==> config.mk <==
export PLATFORM = sky130hd
export DESIGN_NAME = veerwolf_gpio_pack_flat
export DESIGN_NICKNAME = d
export VERILOG_FILES = /design/src/rtl/veerwolf_gpio_pack_if.sv /design/src/rtl/veerwolf_gpio_pack.sv /design/src/flat_wrapper.sv
export SDC_FILE = /design/constraint.sdc
export NUM_CORES = 1
export LEC_CHECK = 0
export ABC_AREA = 0
export CELL_PAD_IN_SITES_DETAIL_PLACEMENT = 0
export CELL_PAD_IN_SITES_GLOBAL_PLACEMENT = 2
export CORE_MARGIN = 3
export CORE_UTILIZATION = 36
export CTS_BUF_LIST = sky130_fd_sc_hd__clkbuf_2 sky130_fd_sc_hd__clkbuf_4 sky130_fd_sc_hd__clkbuf_8
export DETAILED_ROUTE_END_ITERATION = 7
export PLACE_DENSITY = 0.86
export SYNTH_ARGS = -nofsm -noshare
export SYNTH_HDL_FRONTEND = slang
export SYNTH_SLANG_ARGS = --single-unit
==> constraint.sdc <==
create_clock -name clk -period 1.55 [get_ports clk]
set_clock_uncertainty 0.05 [all_clocks]
set_input_delay 0.155 -clock clk [delete_from_list [all_inputs] [get_ports clk]]
set_output_delay 0.155 -clock clk [all_outputs]
set_load 0.01 [all_outputs]
==> src/rtl/veerwolf_gpio_pack_if.sv <==
// veerwolf_gpio_pack_if -- single-cycle register port between the bus adapter
// (master) and the GPIO controller (slave).
//   i_wr_en  write strobe
//   i_addr   register address, shared by read and write
//   i_wdata  write data
//   i_rd_en  read strobe
//   o_rdata  read data, valid the cycle after i_rd_en
interface veerwolf_gpio_pack_if;
    logic        i_wr_en;
    logic [1:0]  i_addr;
    logic [31:0] i_wdata;
    logic        i_rd_en;
    logic [31:0] o_rdata;

    modport master (output i_wr_en, i_addr, i_wdata, i_rd_en, input o_rdata);
    modport slave  (input i_wr_en, i_addr, i_wdata, i_rd_en, output o_rdata);
endinterface

==> src/rtl/veerwolf_gpio_pack.sv <==
// veerwolf_gpio_pack -- switch/LED controller for Wolf Pack style boards.
// Synchronises and debounces switches, flags debounced changes as pulses and
// sticky status, drives LEDs from a register with per-LED blink.
// Optional edge interrupt enabled by defining VEERWOLF_GPIO_IRQ_EN.
// Ports:
//   clk, rstn   clock, asynchronous active-low reset
//   i_sw        raw switch pins (asynchronous)
//   o_sw_db     debounced switch state
//   o_sw_edge   one-cycle pulse per accepted change
//   o_led       LED drive
//   o_irq       level interrupt (0 unless VEERWOLF_GPIO_IRQ_EN)
//   bus         register port: 0 LED value, 1 blink mask, 2 switch state,
//               3 edge status (write-1-to-clear)
module veerwolf_gpio_pack #(
    parameter int unsigned NUM_SW      = 16,
    parameter int unsigned NUM_LED     = 16,
    parameter int unsigned DEB_CYCLES  = 1000,
    parameter int unsigned BLINK_DIV_W = 24
) (
    input  logic                clk,
    input  logic                rstn,
    input  logic [NUM_SW-1:0]   i_sw,
    output logic [NUM_SW-1:0]   o_sw_db,
    output logic [NUM_SW-1:0]   o_sw_edge,
    output logic [NUM_LED-1:0]  o_led,
    output logic                o_irq,
    veerwolf_gpio_pack_if.slave bus
);
    localparam int unsigned     CntW   = $clog2(DEB_CYCLES);
    localparam logic [CntW-1:0] CntMax = CntW'(DEB_CYCLES - 1);

    logic [NUM_SW-1:0]            sync1_q, sync2_q;
    logic [NUM_SW-1:0]            stable_q, stable_d;
    logic [NUM_SW-1:0][CntW-1:0]  cnt_q, cnt_d;
    logic [NUM_SW-1:0]            edge_q, edge_d;
    logic [NUM_SW-1:0]            status_q, status_d;
    logic [NUM_LED-1:0]           led_val_q, led_val_d;
    logic [NUM_LED-1:0]           blink_q, blink_d;
    logic [NUM_LED-1:0]           led_q, led_d;
    logic [BLINK_DIV_W-1:0]       div_q, div_d;
    logic [31:0]                  rdata_q, rd_val;
    logic                         wr0, wr1, wr3, w1c_en;

    assign wr0 = bus.i_wr_en && (bus.i_addr == 2'd0);
    assign wr1 = bus.i_wr_en && (bus.i_addr == 2'd1);
    assign wr3 = bus.i_wr_en && (bus.i_addr == 2'd3);

`ifdef VEERWOLF_GPIO_IRQ_EN
    logic [NUM_SW-1:0] irq_en_q, irq_en_d;
    logic              irq_q;

    // With wide LED banks the enable mask moves to address 3, selected by bit 31.
    assign w1c_en = wr3 && !((NUM_LED > 16) && bus.i_wdata[31]);

    always_comb begin
        irq_en_d = irq_en_q;
        if (NUM_LED <= 16) begin
            if (wr1) irq_en_d = NUM_SW'(bus.i_wdata[31:16]);
        end else if (wr3 && bus.i_wdata[31]) begin
            irq_en_d = bus.i_wdata[NUM_SW-1:0];
        end
    end

    always_ff @(posedge clk or negedge rstn) begin
        if (!rstn) begin
            irq_en_q <= '0;
            irq_q    <= 1'b0;
        end else begin
            irq_en_q <= irq_en_d;
            irq_q    <= |(status_q & irq_en_q);
        end
    end

    assign o_irq = irq_q;
`else
    assign w1c_en = wr3;
    assign o_irq  = 1'b0;
`endif

    // Debounce: count while sync differs from stable; any return to stable restarts.
    always_comb begin
        stable_d = stable_q;
        edge_d   = '0;
        for (int i = 0; i < int'(NUM_SW); i++) begin
            cnt_d[i] = '0;
            if (sync2_q[i] != stable_q[i]) begin
                if (cnt_q[i] == CntMax) begin
                    stable_d[i] = sync2_q[i];
                    edge_d[i]   = 1'b1;
                end else begin
                    cnt_d[i] = cnt_q[i] + CntW'(1);
                end
            end
        end
    end

    // A new edge wins over a same-cycle clear of the same bit.
    always_comb begin
        status_d = status_q;
        if (w1c_en) status_d = status_d & ~bus.i_wdata[NUM_SW-1:0];
        status_d = status_d | edge_d;
    end

    // LED output tracks next-state registers so a write shows one cycle later.
    always_comb begin
        led_val_d = wr0 ? bus.i_wdata[NUM_LED-1:0] : led_val_q;
        blink_d   = wr1 ? bus.i_wdata[NUM_LED-1:0] : blink_q;
        div_d     = div_q + BLINK_DIV_W'(1);
        led_d     = led_val_d & (~blink_d | {NUM_LED{div_d[BLINK_DIV_W-1]}});
    end

    // Reads see pre-write register contents.
    always_comb begin
        rd_val = '0;
        unique case (bus.i_addr)
            2'd0: rd_val = 32'(led_val_q);
            2'd1: begin
                rd_val = 32'(blink_q);
`ifdef VEERWOLF_GPIO_IRQ_EN
                if (NUM_LED <= 16) rd_val[31:16] = 16'(irq_en_q);
`endif
            end
            2'd2: rd_val = 32'(stable_q);
            2'd3: rd_val = 32'(status_q);
            default: rd_val = '0;
        endcase
    end

    always_ff @(posedge clk or negedge rstn) begin
        if (!rstn) begin
            sync1_q   <= '0;
            sync2_q   <= '0;
            stable_q  <= '0;
            cnt_q     <= '0;
            edge_q    <= '0;
            status_q  <= '0;
            led_val_q <= '0;
            blink_q   <= '0;
            led_q     <= '0;
            div_q     <= '0;
            rdata_q   <= '0;
        end else begin
            sync1_q   <= i_sw;
            sync2_q   <= sync1_q;
            stable_q  <= stable_d;
            cnt_q     <= cnt_d;
            edge_q    <= edge_d;
            status_q  <= status_d;
            led_val_q <= led_val_d;
            blink_q   <= blink_d;
            led_q     <= led_d;
            div_q     <= div_d;
            if (bus.i_rd_en) rdata_q <= rd_val;
        end
    end

    assign o_sw_db     = stable_q;
    assign o_sw_edge   = edge_q;
    assign o_led       = led_q;
    assign bus.o_rdata = rdata_q;
endmodule

==> src/flat_wrapper.sv <==
// flat-port wrapper written by rule: the top's interface ports become plain ports
module veerwolf_gpio_pack_flat 
#(
    parameter int unsigned NUM_SW      = 16,
    parameter int unsigned NUM_LED     = 16,
    parameter int unsigned DEB_CYCLES  = 1000,
    parameter int unsigned BLINK_DIV_W = 24
)
  (clk, rstn, i_sw, o_sw_db, o_sw_edge, o_led, o_irq, bus_i_wr_en, bus_i_addr, bus_i_wdata, bus_i_rd_en, bus_o_rdata);
  veerwolf_gpio_pack_if bus_i ();
  input  logic clk;
  input  logic rstn;
  input  logic [NUM_SW-1:0] i_sw;
  output logic [NUM_SW-1:0] o_sw_db;
  output logic [NUM_SW-1:0] o_sw_edge;
  output logic [NUM_LED-1:0] o_led;
  output logic o_irq;
  input wire logic [$bits(bus_i.i_wr_en)-1:0] bus_i_wr_en;
  input wire logic [$bits(bus_i.i_addr)-1:0] bus_i_addr;
  input wire logic [$bits(bus_i.i_wdata)-1:0] bus_i_wdata;
  input wire logic [$bits(bus_i.i_rd_en)-1:0] bus_i_rd_en;
  output wire logic [$bits(bus_i.o_rdata)-1:0] bus_o_rdata;
  assign bus_i.i_wr_en = bus_i_wr_en;
  assign bus_i.i_addr = bus_i_addr;
  assign bus_i.i_wdata = bus_i_wdata;
  assign bus_i.i_rd_en = bus_i_rd_en;
  assign bus_o_rdata = bus_i.o_rdata;
  veerwolf_gpio_pack #(.NUM_SW(NUM_SW), .NUM_LED(NUM_LED), .DEB_CYCLES(DEB_CYCLES), .BLINK_DIV_W(BLINK_DIV_W)) u_core (.clk(clk), .rstn(rstn), .i_sw(i_sw), .o_sw_db(o_sw_db), .o_sw_edge(o_sw_edge), .o_led(o_led), .o_irq(o_irq), .bus(bus_i));
endmodule
==> results.sh <==
export IMPL_core_area_um2=37800
export IMPL_power_total_uw=19700
export IMPL_start_kind="register"
export IMPL_postRouteWirelength_um=31400
export IMPL_io_pins=135
export IMPL_rsz0062_at_grt="yes"
export IMPL_period_share=1.06
export IMPL_path_max_fanout=4
export IMPL_die_w_um=202
export IMPL_outcome="finished, violations left"
export IMPL_cts_tree="built"
export IMPL_netlist_area_um2=13800
export IMPL_grt_max_degree=55
export IMPL_ys_seq_area_frac=0.593
export IMPL_met3WireLength_um=1500
export IMPL_wl_per_cell_um=14.7
export IMPL_worstPathRequired_ps=2000
export IMPL_vias=9815
export IMPL_clk_pin_slew_worst_paths_ps=60
export IMPL_cp_data_arrival_time_ps=2090
export IMPL_ys_warn_count=0
export IMPL_wl_met1_um=14200
export IMPL_die_h_um=202
export IMPL_netlist_cell_type_count=39
export IMPL_final_cells=2143
export IMPL_start_util=0.366
export IMPL_overflow=0
export IMPL_grt_pass1_wl_um=52200
export IMPL_violations="setup timing"
export IMPL_yosysTopAreaCell="dfrtp_1"
export IMPL_cts_max_path_buffers=3
export IMPL_clock_tree_root_cell="clkbuf_8"
export IMPL_rows=71
export IMPL_dr_max_layer_used="met5"
export IMPL_htreeDepth=2
export IMPL_ys_top_cells_by_area="dfrtp_1 (59%), xnor2_1 (7.2%), nor2_1 (4.9%), mux2_2 (3.9%), xor2_1 (3.3%)"
export IMPL_fin_nets=1653
export IMPL_async_reset_ff_frac=1.00
export IMPL_fin_area_um2=19200
export IMPL_antenna_left=0
export IMPL_peakVddDrop_mv=0.583
export IMPL_end_kind="register"
export IMPL_syn_inst=1177
export IMPL_antenna_found_initial=5
export IMPL_dieArea_um2=40800
export IMPL_dr_pass1_iters=5
export IMPL_avgSynthCellArea_um2=11.8
export IMPL_cts_sinks=328
export IMPL_period_needed_ps=1640
export IMPL_report_final_slew_viol_count=0
export IMPL_gp_congestion=0.800
export IMPL_post_place_cells=1984
export IMPL_cts_buffers=56
export IMPL_post_route_util=0.509
export IMPL_min_path_type="in2async"
export IMPL_maxCapViolations=0
export IMPL_synth_edff_count=0
export IMPL_viasPerCell=4.58
export IMPL_wl_met2_um=14900
export IMPL_dpl_cell_area_um2=17100
export IMPL_ys_ff_latch=328
export IMPL_post_route_drc_count=0
export IMPL_tightest_slew_ps=505
export IMPL_critPathKind="reg2reg"
export IMPL_first_iter_violations=420
export IMPL_hold_viol_final=0
export IMPL_port_buffers=101
export IMPL_grt_usage=0.157
export IMPL_powerDensity_nw_per_um2=1030
export IMPL_area_growth_pct=38.8
export IMPL_place_ws_ps=-355
export IMPL_hpwl_um=21900
export IMPL_p_leak_uw=0.00895
export IMPL_max_freq_ghz=0.610
export IMPL_final_setup_worst_slack_ps=-88.9
export IMPL_synthFlopType="dfrtp_1"
export IMPL_slew_headroom=0.663
export IMPL_final_layout_size_suffix_gt1_frac=0.322
export IMPL_worstSkewPairLatency_ps=620
export IMPL_synth_top_area_frac=0.593
export IMPL_grt_pass1_vias=10400
export IMPL_setup_viol=22
-- cell usage after synthesis, types with 3 or more instances --
| cell type | number |
|---|---|
| buf_4 | 19 |
| or4_1 | 16 |
| xnor2_1 | 113 |
| ha_1 | 17 |
| clkbuf_1 | 3 |
| nand4_1 | 37 |
| inv_1 | 35 |
| mux2_2 | 48 |
| xor2_1 | 52 |
| and2_1 | 16 |
| dfrtp_1 | 328 |
| and3_1 | 19 |
| nand3_1 | 39 |
| nor2_1 | 179 |
| buf_2 | 5 |
| nand2_1 | 104 |
| a31oi_1 | 15 |
| mux2i_1 | 16 |
| mux4_2 | 16 |
| buf_6 | 3 |
| nand2b_1 | 16 |
| a21o_1 | 16 |
| nor3_1 | 49 |
-- state kept, by name, indices dropped and copies added, names as in the netlist --
| register | cells |
|---|---|
| u_core.cnt_q | 160 |
| u_core.div_q | 24 |
| u_core.blink_q | 16 |
| u_core.bus.o_rdata | 16 |
| u_core.led_val_q | 16 |
| u_core.o_led | 16 |
| u_core.o_sw_db | 16 |
| u_core.o_sw_edge | 16 |
| u_core.status_q | 16 |
| u_core.sync1_q | 16 |
| u_core.sync2_q | 16 |
-- final cells by class --
| cell class | instances | area (µm²) |
|---|---|---|
| Multi-Input combinational cell | 798 | 5770 |
| Inverter | 35 | 131 |
| Clock inverter | 10 | 105 |
| Clock buffer | 94 | 1170 |
| Fill cell | 3371 | 18600 |
| Tap cell | 511 | 639 |
| Antenna cell | 4 | 10.0 |
| Sequential cell | 328 | 8220 |
| Timing Repair Buffer | 363 | 3150 |
-- layout by cell type (no fill, tap or decap), types with 6 or more instances in the layout --
| cell | netlist | routed |
|---|---|---|
| dlygate4sd2_1 | 0 | 20 |
| inv_1 | 35 | 35 |
| a21o_1 | 16 | 16 |
| clkdlybuf4s15_2 | 0 | 6 |
| clkbuf_4 | 0 | 19 |
| nand2b_1 | 16 | 16 |
| buf_2 | 5 | 7 |
| conb_1 | 1 | 17 |
| or4_4 | 0 | 16 |
| xor2_1 | 52 | 52 |
| buf_4 | 19 | 226 |
| ha_2 | 0 | 9 |
| nor3_1 | 49 | 48 |
| mux2i_1 | 16 | 16 |
| buf_12 | 0 | 12 |
| dfrtp_2 | 0 | 9 |
| clkinv_2 | 0 | 6 |
| nand4_1 | 37 | 37 |
| nand2_4 | 0 | 9 |
| nand2_2 | 0 | 9 |
| dlygate4sd3_1 | 0 | 17 |
| mux4_2 | 16 | 16 |
| mux2_2 | 48 | 48 |
| clkdlybuf4s50_1 | 0 | 35 |
| xnor2_1 | 113 | 109 |
| dfrtp_1 | 328 | 319 |
| clkbuf_8 | 0 | 75 |
| a31oi_4 | 0 | 11 |
| and2_1 | 16 | 16 |
| nand2_1 | 104 | 85 |
| nor2_2 | 0 | 10 |
| nand3_1 | 39 | 38 |
| ha_1 | 17 | 8 |
| clkdlybuf4s15_1 | 0 | 29 |
| nor2_1 | 179 | 167 |
| and3_1 | 19 | 19 |
-- path summary, 6_finish.rpt --
| path | startpoint | to | slack [ps] | cells past startpoint |
|---|---|---|---|---|
| min in group clk | bus_i_addr[0] | u_core.bus.o_rdata[3] | 160 | 4 |
| max reg2reg | u_core.cnt_q[41] | u_core.o_sw_db[4] | -90 | 4 |
| min reg2reg | u_core.sync1_q[11] | u_core.sync2_q[11] | 290 | 0 |
| min | rstn | u_core.status_q[11] | 50 | 2 |
| max in group asynchronous | rstn | u_core.bus.o_rdata[6] | 670 | 3 |
| max | u_core.cnt_q[41] | u_core.o_sw_db[4] | -90 | 4 |
-- timing repair --
action                                 CTS  global route
hold buffers                            17             0
resized for setup                      155            71
endpoints found under the hold margin  344             0
setup buffers                           26             8
cloned                                   2             0
pin swaps                               38            25
setup endpoints to repair              209           114
-- through the flow --
stage          hold slack [ps]  setup TNS [ps]
2_1_floorplan             -191            -115
3_3_place_gp              86.7          -19090
3_5_place_dp              89.1          -23850
4_1_cts                   14.6           -1560
5_1_grt                   39.1           -2820
6_report                  50.8            -591
-- routing by layer --
metal	vias up	track usage
li1	4770	-
met3	50	0.0419
met1	4852	0.203
met5	-	0
met2	141	0.259
met4	2	0.0493
-- power by group --
group / internal [µW] / switching (µW)
logic: 921 / 901
registers: 9020 / 285
clock network: 5090 / 3490
total: 15000 / 4670
-- kinds of logic (layout without fill, tap and decap cells) --
logic type                 Yosys count  in the layout  share of synthesized area
muxes                               80             80                     0.0767
adders and majority gates           17             17                     0.0154
and+or+nand+nor                    486            486                      0.166
DFF                                328            328                      0.593
buffers and inverters               67            502                     0.0262
other                                1             21                   0.000271
AOI/OAI and AO/OA                   33             33                     0.0170
xor gates and xnor gates           165            165                      0.104
-- critical path, cell delays in order (launching register included) --
cell	delay, ps
dfrtp_1	360
ha_2	200
nand2_2	60
or4_4	560
mux2_2	300
Power figures use the tool's default switching activity.
